$ cat config.mk
export PLATFORM = sky130hd
export DESIGN_NAME = ef_uart_tx_sched
export DESIGN_NICKNAME = d
export VERILOG_FILES = /design/src/rtl/ef_uart_sched_pkg.sv /design/src/rtl/ef_uart_rr_arbiter.sv /design/src/rtl/ef_uart_tx_sched.sv
export SDC_FILE = /design/constraint.sdc
export NUM_CORES = 1
export LEC_CHECK = 0
export ABC_AREA = 1
export CAP_MARGIN = 20
export CORE_UTILIZATION = 44
export DETAILED_ROUTE_END_ITERATION = 10
export PLACE_DENSITY_LB_ADDON = 0.3
export SLEW_MARGIN = 20
export SYNTH_ARGS = -nofsm -noshare
export SYNTH_HDL_FRONTEND = slang
export SYNTH_SLANG_ARGS = --single-unit
$ cat constraint.sdc
create_clock -name PCLK -period 4.2 [get_ports PCLK]
set_clock_uncertainty 0.1 [all_clocks]
set_input_delay 0.84 -clock PCLK [delete_from_list [all_inputs] [get_ports PCLK]]
set_output_delay 0.84 -clock PCLK [all_outputs]
set_load 0.1 [all_outputs]
$ cat src/rtl/ef_uart_sched_pkg.sv
// Shared definitions for the EF_UART transmit scheduler.
// Holds the UART register offsets, the RIS TX-full bit index and the
// scheduler FSM state encoding.
package ef_uart_sched_pkg;

  localparam logic [31:0] OFF_DATA     = 32'h0000_0000;
  localparam logic [31:0] OFF_PRESCALE = 32'h0000_0004;
  localparam logic [31:0] OFF_CTRL     = 32'h0000_0100;
  localparam logic [31:0] OFF_RIS      = 32'h0000_0200;
  localparam logic [31:0] OFF_ICR      = 32'h0000_020C;

  localparam int TXFULL_BIT = 0;

  typedef enum logic [2:0] {
    INIT_PS,
    INIT_CTRL,
    IDLE,
    RD_RIS,
    CLR_ICR,
    GAP,
    WR_DATA
  } state_t;

endpackage

$ cat src/rtl/ef_uart_rr_arbiter.sv
// Combinational round-robin pick.
// Ports:
//   valid     - pending request bits
//   ptr       - index with highest priority this round
//   grant_oh  - one-hot grant (zero when nothing is pending)
//   grant_idx - binary index of the grant
//   found     - at least one request pending
module ef_uart_rr_arbiter #(
  parameter int N_REQ = 4,
  parameter int IW    = 2
) (
  input  logic [N_REQ-1:0] valid,
  input  logic [IW-1:0]    ptr,
  output logic [N_REQ-1:0] grant_oh,
  output logic [IW-1:0]    grant_idx,
  output logic             found
);

  logic [IW-1:0] idx;

  always_comb begin
    grant_oh  = '0;
    grant_idx = '0;
    found     = 1'b0;
    idx       = '0;
    for (int k = 0; k < N_REQ; k++) begin
      idx = IW'((int'(ptr) + k) % N_REQ);
      if (!found && valid[idx]) begin
        found         = 1'b1;
        grant_oh[idx] = 1'b1;
        grant_idx     = idx;
      end
    end
  end

endmodule

$ cat src/rtl/ef_uart_tx_sched.sv
// Round-robin scheduler sharing one EF_UART transmit path between
// N_REQ byte requesters. Acts as the only APB master of the UART:
// initialises PRESCALE/CTRL, then per byte polls RIS, clears a sticky
// TX-full through ICR (with a retry gap) and writes the granted byte.
// Ports:
//   PCLK, PRESET         - clock, synchronous active-high reset
//   req_valid/req_data   - requester handshake and bytes (byte i at [8i+7:8i])
//   req_ready            - one-cycle accept pulse per requester
//   init_done            - init writes complete, sticky until reset
//   PSEL..PREADY         - APB master interface to the UART
//
// state     | meaning
// INIT_PS   | APB write of PRESCALE
// INIT_CTRL | APB write of CTRL_VAL
// IDLE      | wait for a request, latch grant and byte
// RD_RIS    | APB read of RIS, branch on TX-full
// CLR_ICR   | APB write 1 to ICR to clear TX-full
// GAP       | RETRY_GAP idle cycles before re-reading RIS
// WR_DATA   | APB write of latched byte to DATA
module ef_uart_tx_sched
  import ef_uart_sched_pkg::*;
#(
  parameter int          N_REQ     = 4,
  parameter logic [31:0] BASE_ADDR = 32'h0000_0000,
  parameter logic [15:0] PRESCALE  = 16'd0,
  parameter logic [31:0] CTRL_VAL  = 32'h7,
  parameter int          RETRY_GAP = 2
) (
  input  logic               PCLK,
  input  logic               PRESET,
  input  logic [N_REQ-1:0]   req_valid,
  input  logic [8*N_REQ-1:0] req_data,
  output logic [N_REQ-1:0]   req_ready,
  output logic               init_done,
  output logic               PSEL,
  output logic               PENABLE,
  output logic               PWRITE,
  output logic [31:0]        PADDR,
  output logic [31:0]        PWDATA,
  input  logic [31:0]        PRDATA,
  input  logic               PREADY
);

  localparam int          IW       = (N_REQ > 1) ? $clog2(N_REQ) : 1;
  localparam logic [7:0]  GAP_LOAD = 8'(RETRY_GAP - 1);

  state_t           state_q, state_d;
  logic             access_q, access_d;
  logic             run_q;
  logic             init_q;
  logic [IW-1:0]    ptr_q, grant_q;
  logic [N_REQ-1:0] grant_oh_q;
  logic [7:0]       byte_q;
  logic [N_REQ-1:0] ready_q;
  logic [7:0]       gap_q;

  logic [N_REQ-1:0] valid_m;
  logic [N_REQ-1:0] arb_oh;
  logic [IW-1:0]    arb_idx;
  logic             arb_found;

  logic             is_xfer, is_read, xfer_done;
  logic [31:0]      offset, wdata;
  logic             unused_prdata;

  assign unused_prdata = ^PRDATA[31:1];

  // A requester still holds req_valid during its req_ready cycle; masking
  // it keeps the already-accepted byte from being granted a second time.
  assign valid_m = req_valid & ~ready_q;

  ef_uart_rr_arbiter #(
    .N_REQ (N_REQ),
    .IW    (IW)
  ) u_arb (
    .valid     (valid_m),
    .ptr       (ptr_q),
    .grant_oh  (arb_oh),
    .grant_idx (arb_idx),
    .found     (arb_found)
  );

  always_comb begin
    state_d  = state_q;
    access_d = access_q;
    is_xfer  = 1'b0;
    is_read  = 1'b0;
    offset   = '0;
    wdata    = '0;

    case (state_q)
      INIT_PS:   begin is_xfer = 1'b1; offset = OFF_PRESCALE; wdata = {16'h0, PRESCALE}; end
      INIT_CTRL: begin is_xfer = 1'b1; offset = OFF_CTRL;     wdata = CTRL_VAL; end
      RD_RIS:    begin is_xfer = 1'b1; is_read = 1'b1; offset = OFF_RIS; end
      CLR_ICR:   begin is_xfer = 1'b1; offset = OFF_ICR;      wdata = 32'h1; end
      WR_DATA:   begin is_xfer = 1'b1; offset = OFF_DATA;     wdata = {24'h0, byte_q}; end
      default:   ;
    endcase

    xfer_done = run_q && is_xfer && access_q && PREADY;

    // run_q holds everything off during reset and for its release edge, so
    // the PRESCALE SETUP appears in the first cycle after reset release.
    if (run_q) begin
      if (is_xfer) begin
        if (!access_q)   access_d = 1'b1;
        else if (PREADY) access_d = 1'b0;
      end
      case (state_q)
        INIT_PS:   if (xfer_done) state_d = INIT_CTRL;
        INIT_CTRL: if (xfer_done) state_d = IDLE;
        IDLE:      if (arb_found) state_d = RD_RIS;
        RD_RIS:    if (xfer_done) state_d = PRDATA[TXFULL_BIT] ? CLR_ICR : WR_DATA;
        CLR_ICR:   if (xfer_done) state_d = GAP;
        GAP:       if (gap_q == 8'd0) state_d = RD_RIS;
        WR_DATA:   if (xfer_done) state_d = IDLE;
        default:   state_d = INIT_PS;
      endcase
    end

    PSEL    = run_q && is_xfer;
    PENABLE = PSEL && access_q;
    PWRITE  = PSEL && !is_read;
    PADDR   = PSEL ? (BASE_ADDR + offset) : '0;
    PWDATA  = PWRITE ? wdata : '0;
  end

  always_ff @(posedge PCLK) begin
    if (PRESET) begin
      state_q    <= INIT_PS;
      access_q   <= 1'b0;
      run_q      <= 1'b0;
      init_q     <= 1'b0;
      ptr_q      <= '0;
      grant_q    <= '0;
      grant_oh_q <= '0;
      byte_q     <= '0;
      ready_q    <= '0;
      gap_q      <= '0;
    end else begin
      run_q    <= 1'b1;
      state_q  <= state_d;
      access_q <= access_d;
      ready_q  <= '0;

      if (state_q == IDLE && arb_found) begin
        grant_q    <= arb_idx;
        grant_oh_q <= arb_oh;
        byte_q     <= req_data[{arb_idx, 3'b000} +: 8];
      end

      if (xfer_done && state_q == WR_DATA) begin
        ready_q <= grant_oh_q;
        ptr_q   <= (grant_q == IW'(N_REQ - 1)) ? '0 : grant_q + 1'b1;
      end

      if (xfer_done && state_q == INIT_CTRL) init_q <= 1'b1;

      if (xfer_done && state_q == CLR_ICR)
        gap_q <= GAP_LOAD;
      else if (state_q == GAP && gap_q != 8'd0)
        gap_q <= gap_q - 8'd1;
    end
  end

  assign req_ready = ready_q;
  assign init_done = init_q;

endmodule

# After elaboration in Yosys (flattened, before gate mapping)

Cells that the tools add are included.

Order comparisons: 8
Div/mod/pow operators: 0
Add/subtract/negate cells: 5
Multiplexer cells: 48
Bitwise logic cells: 6
Equal/unequal tests: 13
Shift-type cells: 1
Multipliers: 0
Reduce and logical (&&, ||, !) cells: 30

Operators by type and width:

| cell                                                       | number |
|---|---|
| two-way mux 32 bit                                         | 2 |
| case mux 10 bit (4 select lines)                           | 1 |
| variable part select 32 x 6 -> 8 bit                       | 1 |
| case mux 8 bit (3 select lines)                            | 1 |
| two-way mux 1 bit                                          | 19 |
| two-way mux 3 bit                                          | 6 |
| case mux 3 bit (6 select lines)                            | 1 |
| logical AND 1 bit                                          | 16 |
| two-way mux 4 bit                                          | 4 |
| less-than comparator 2 x 3 -> 1 bit, second input constant | 4 |
| two-way mux 2 bit                                          | 6 |
| bitwise OR 4 bit                                           | 3 |
| != test 2 bit, second input constant                       | 5 |
| == test 3 bit, second input constant                       | 3 |
| binary-select mux 1 bit (select 2 bit)                     | 4 |
| demux 1 bit (select 2 bit)                                 | 4 |
| >= comparator 2 x 1 -> 1 bit, second input constant        | 4 |
| zero test 8 bit                                            | 1 |
| nonzero test 8 bit                                         | 1 |
| subtractor 8 x 1 -> 8 bit, second input constant           | 1 |
| AND reduction 7 bit                                        | 1 |
| == test 3 x 2 -> 1 bit, second input constant              | 2 |
| OR reduction 2 bit                                         | 3 |
| OR reduction 5 bit                                         | 1 |
| 12 further kinds                                           | 17 |

Bits in latches: 0
Register bits after elaboration: 34
Input port bits: 71
Memories kept: 0
Logic and storage cells: 122
Memory bits (writable): 0
ROM bits: 0

# Longest topological paths before layout

Word-level depth: 16
Depth in mapped cells: 16
Depth with buffers taken out: 14

# Modules after synthesis

A second synthesis with hierarchy kept.

Cell total of the unflattened synthesis: 413
Area, all modules: 2836.5 sq um

By module, submodules not included:

| module             | seq. area each (sq um) | area each (sq um) | cells an instance | instances |
|---|---|---|---|---|
| ef_uart_tx_sched   | 680.7                  | 2396.0            | 339               | 1 |
| ef_uart_rr_arbiter | 0.0                    | 440.4             | 74                | 1 |

# Least setup slack after synthesis

OpenSTA, ideal clock, no wires.

Path type: reg-to-output
Start: register state_q[0]
End: output port PWDATA[3]
Setup slack: -1.335 ns
Cell stages (with the launch flop): 9
Required time: 3.260 ns
Data arrival time: 4.595 ns
Path buffers: 0
Cell sequence: dfxtp_1 -> inv_2 -> nand2_1 -> nor2_1 -> nor2_1 -> nand2_1 -> nor2_1 -> inv_1 -> nor3_1

Longest elaborated chain between the ends: 6
Elaborated cells between the ends (all ways): 13
Those cells by class: 4 x eq/ne; 4 x mux; 5 x reduce/logical

RTL lines:

| what                                  | line                    | RTL |
|---|---|---|
| from (decl)                           | ef_uart_tx_sched.sv:47  | `state_t state_q, state_d;` |
| from (signal assigned)                | ef_uart_tx_sched.sv:142 | `state_q <= state_d;` |
| == test 3 bit (tied with other cells) | ef_uart_tx_sched.sv:91  | `case (state_q)` |
| OR reduction 5 bit (no line)          | --                      |  |
| two-way mux 1 bit                     | ef_uart_tx_sched.sv:91  |  |
| logical AND 1 bit                     | ef_uart_tx_sched.sv:121 | `PSEL = run_q && is_xfer;` |
| logical AND 1 bit *                   | ef_uart_tx_sched.sv:123 | `PWRITE = PSEL && !is_read;` |
| net PWRITE                            | ef_uart_tx_sched.sv:37  | `output logic PWRITE,` |
| two-way mux 32 bit *                  | ef_uart_tx_sched.sv:125 | `PWDATA = PWRITE ? wdata : '0;` |
| to (decl)                             | ef_uart_tx_sched.sv:39  | `output logic [31:0] PWDATA,` |

Mark *: on every way through the listed nets, which the timed path passes. The rest lies on a longest branch.

# Final worst setup path

Start: register ptr_q[0]
End: register byte_q[0]

Longest elaborated chain between the ends: 13
Elaborated cells between the ends (all ways): 27
Those cells by class: 3 x add/sub; 1 x shift; 16 x mux; 7 x reduce/logical

RTL lines:

| what                                                          | line                    | RTL |
|---|---|---|
| from (decl)                                                   | ef_uart_tx_sched.sv:51  | `logic [IW-1:0] ptr_q, grant_q;` |
| from (signal assigned)                                        | ef_uart_tx_sched.sv:154 | `ptr_q <= (grant_q == IW'(N_REQ - 1)) ? '0 : grant_q + 1'b1;` |
| branches (longest 13 deep; another with adder 2 x 1 -> 2 bit) | --                      |  |
| to (signal assigned)                                          | ef_uart_tx_sched.sv:149 | `byte_q <= req_data[{arb_idx, 3'b000} +: 8];` |
| to (decl)                                                     | ef_uart_tx_sched.sv:53  | `logic [7:0] byte_q;` |

Parallel ways; which one is timed is not known. The select of a mux whose other input is x is not followed.
A chain may end at the register's enable or synchronous reset.

==> impl_results.md <==
- Status: completed
- Avg WL per Cell: 10.4 um
- Site row count: 28
- Post-CTS Setup Bufs: 0
- First-pass GRT wire length: 9290 um
- DRC: 0
- XOR/XNOR share of the synthesized area: 0.00313
- Diodes inserted: 0
- Ys Warns: 0
- Peak VDD IR: 212 uV
- Final-stage net count: 563
- CP Max Fanout: 15
- Final hold slack: roughly 0.33 ns
- Switching Fraction: 0.438
- Drt first pass iters: 4
- Final ANT Viol Nets: 0
- Final setup fails: 0
- Switching Power: 0.399 mW
- Clock Latency Late Sink: between 0.2 and 0.3 ns
- GRT overflow: 0
- Proportion of synthesized area in mux cells: 0
- Hold Path Stages: 2
- Cell area after placement: approximately 0.0032 mm2
- EDFF count, synth: 0
- Fin. Hold Viols: 0
- Fin crit period: 3.09 ns
- Clock power share: 0.276
- Fin area: approximately 0.0033 mm2
- Synth Area per Inst: approximately 6.6 um2
- Post-DP HPWL: 4620 um
- P_int: 0.512 mW
- Core area: 0.00603 mm2
- CP Data Required Time: 4.28 ns
- All-Layer GR Usage: 0.176
- Top-area cell type share of the netlist area: 0.243
- Total negative slack: 0 ns
- RSZ-0062 raised after global routing: no
- Most frequent cells in the layout: nand2_1, inv_1, conb_1, clkdlybuf4s50_1, nor2_1
- DR iter-0 viols: 87
- Most common cell after layout, fill and taps aside: nand2_1
- Vias in the first global route: around 2200
- #FFs+latches synth: 34
- Share of layout cells above drive strength 1: 0.129
- CP Capture Type: flip-flop
- Prevailing post-synth register cell: dfxtp_1
- Clock transition at the registers of the reported paths: ~0.070 ns
- Die Wd: slightly above 80 um
- Total clock sinks: 34
- Cts repair resizes: 0
- Num CTS Buffers: 5
- GPL Wtd Cong: 0.814
- Pwr Density: between 200 and 300 mW/mm2
- Die H: 81.7 um
- Setup CP Type: reg2reg
- WL final: 5790 um
- Cell count after synthesis: 423
- Worst EP arrival: 3.17 ns
- Hold Crit Class: reg2reg
- Slew of the pin with the lowest slew margin: 0.977 ns
- H-tree Lvls: 2
- Ports: 143
- Clk root buf: clkbuf_8
- FF-to-FF path depth: 12
- Static Leakage: 1.58 nW
- Top cells by area, synth: dfxtp_1, buf_4, nand2_1, inv_1, nand3_1
- Synth Area in Simple Gates: 0.341
- Vias per Instance: 4.60
- Slew headroom: 0.347
- Main combinational cell family by area after synthesis: simple AND/OR/NAND/NOR gates
- Clock buffer depth: 2
- Die area: 0.00668 mm2
- Largest net degree at the start of global routing: 23
- Routed vias: ~2600
- TritonCTS clock tree: yes
- Synth Area in Compound Gates: 0.104
- Async set or reset register ratio after synthesis: 0
- Logic pwr share: 0.366
- Port bufs: 59
- Layout area overhead: 18.8%
- Synth unique cells: 34
- Initial antenna violation count: 0
- Sequential power share: 0.358
- Adder-cell share of the synthesized area: 0.0492
- Startpoint Class: flip-flop
- Area of the mapped netlist: 0.00280 mm2
- Fin. max-slew vios: 0
- CTS Hold Bufs: 0
- Register area share after synthesis: 0.243
- Initial core utilization: 0.464
- Maximum achievable frequency: 324 MHz
- Area leader, netlist: dfxtp_1
- Max-cap viol count: 0
- Period utilization: 0.735
[through the flow]
stage | setup slack, ns | utilization | power (mW) | instances
2_1_floorplan | -0.0311 | - | 0.655 | 474
3_3_place_gp | 1.07 | 0.536 | 0.664 | 549
3_5_place_dp | 1.05 | 0.536 | 0.666 | 549
4_1_cts | 1.11 | 0.551 | 0.916 | 557
5_1_grt | 0.804 | 0.551 | 0.947 | 557
6_report | 1.11 | 0.551 | 0.911 | 557
[power by group through the flow]
stage | sequential [mW] | clock [mW] | combinational (mW)
final | 0.326 | 0.251 | 0.334
after global routing | 0.326 | 0.270 | 0.351
after CTS | 0.326 | 0.256 | 0.333
after detailed placement | 0.333 | 0 | 0.333
after global placement | 0.333 | 0 | 0.331
after floorplan | 0.333 | 0 | 0.321
[layout make-up]
cell class	count	area, um2
timing repair buffer	59	556
fill	611	2700
tap	75	93.8
sequential	34	681
clock inverter	1	5.00
clock buffer	7	86.3
multi-input combinational	308	1630
inverter	73	277
[state kept, by name, indices dropped and copies added (netlist names)]
| name | flops |
|---|---|
| ptr_q | 2 |
| state_q | 3 |
| init_done | 1 |
| byte_q | 8 |
| run_q | 1 |
| access_q | 1 |
| grant_oh_q | 4 |
| gap_q | 8 |
| grant_q | 2 |
| req_ready | 4 |
[layer usage]
layer	track usage	up-vias	routed length (um)
li1	-	1346	-
met1	0.210	1137	2530
met2	0.322	71	2980
met3	0.0311	6	218
met4	0.0421	0	62
met5	0	-	0
[cells by family (layout without fill, tap and decap cells)]
| kind of cell | after synthesis | after routing |
|---|---|---|
| buf+inv | 132 | 140 |
| other cells | 1 | 52 |
| flops | 34 | 34 |
| compound gates | 52 | 52 |
| fa+ha+maj | 11 | 11 |
| simple gates | 192 | 192 |
| xor+xnor | 1 | 1 |
[Yosys cell counts (2+ instances only)]
master,n
clkbuf_1,2
nor3_1,7
nor2_1,45
nand2_4,3
o21ai_0,8
buf_6,3
nand3_2,7
nand3_1,37
nor2_4,2
nand4_1,4
nand2_2,8
buf_4,53
nor3b_1,5
inv_2,4
a22oi_1,4
o21ai_2,2
a31oi_1,5
inv_1,68
dfxtp_1,34
nand2_1,69
a21oi_1,27
o21ai_1,4
ha_1,11
[critical path, cell delays in order (launching register included)]
cell	delay, ns
dfxtp_1	0.70
inv_4	0.16
ha_1	0.42
inv_1	0.12
nand3_2	0.08
nand2_2	0.16
nand3_1	0.19
o21ai_2	0.47
inv_2	0.25
nor2_1	0.14
nor2_1	0.05
nand2_1	0.09
nor2_1	0.04
[path summary, 6_finish.rpt]
| path | startpoint | endpoint | slack [ns] |
|---|---|---|---|
| setup / recovery | ptr_q[0] | byte_q[0] | 1.11 |
| hold / removal | grant_oh_q[2] | req_ready[2] | 0.33 |
| setup reg to reg | ptr_q[0] | byte_q[0] | 1.11 |
| hold reg to reg | grant_oh_q[2] | req_ready[2] | 0.33 |
Note: power is estimated with default switching activity, not from simulation.
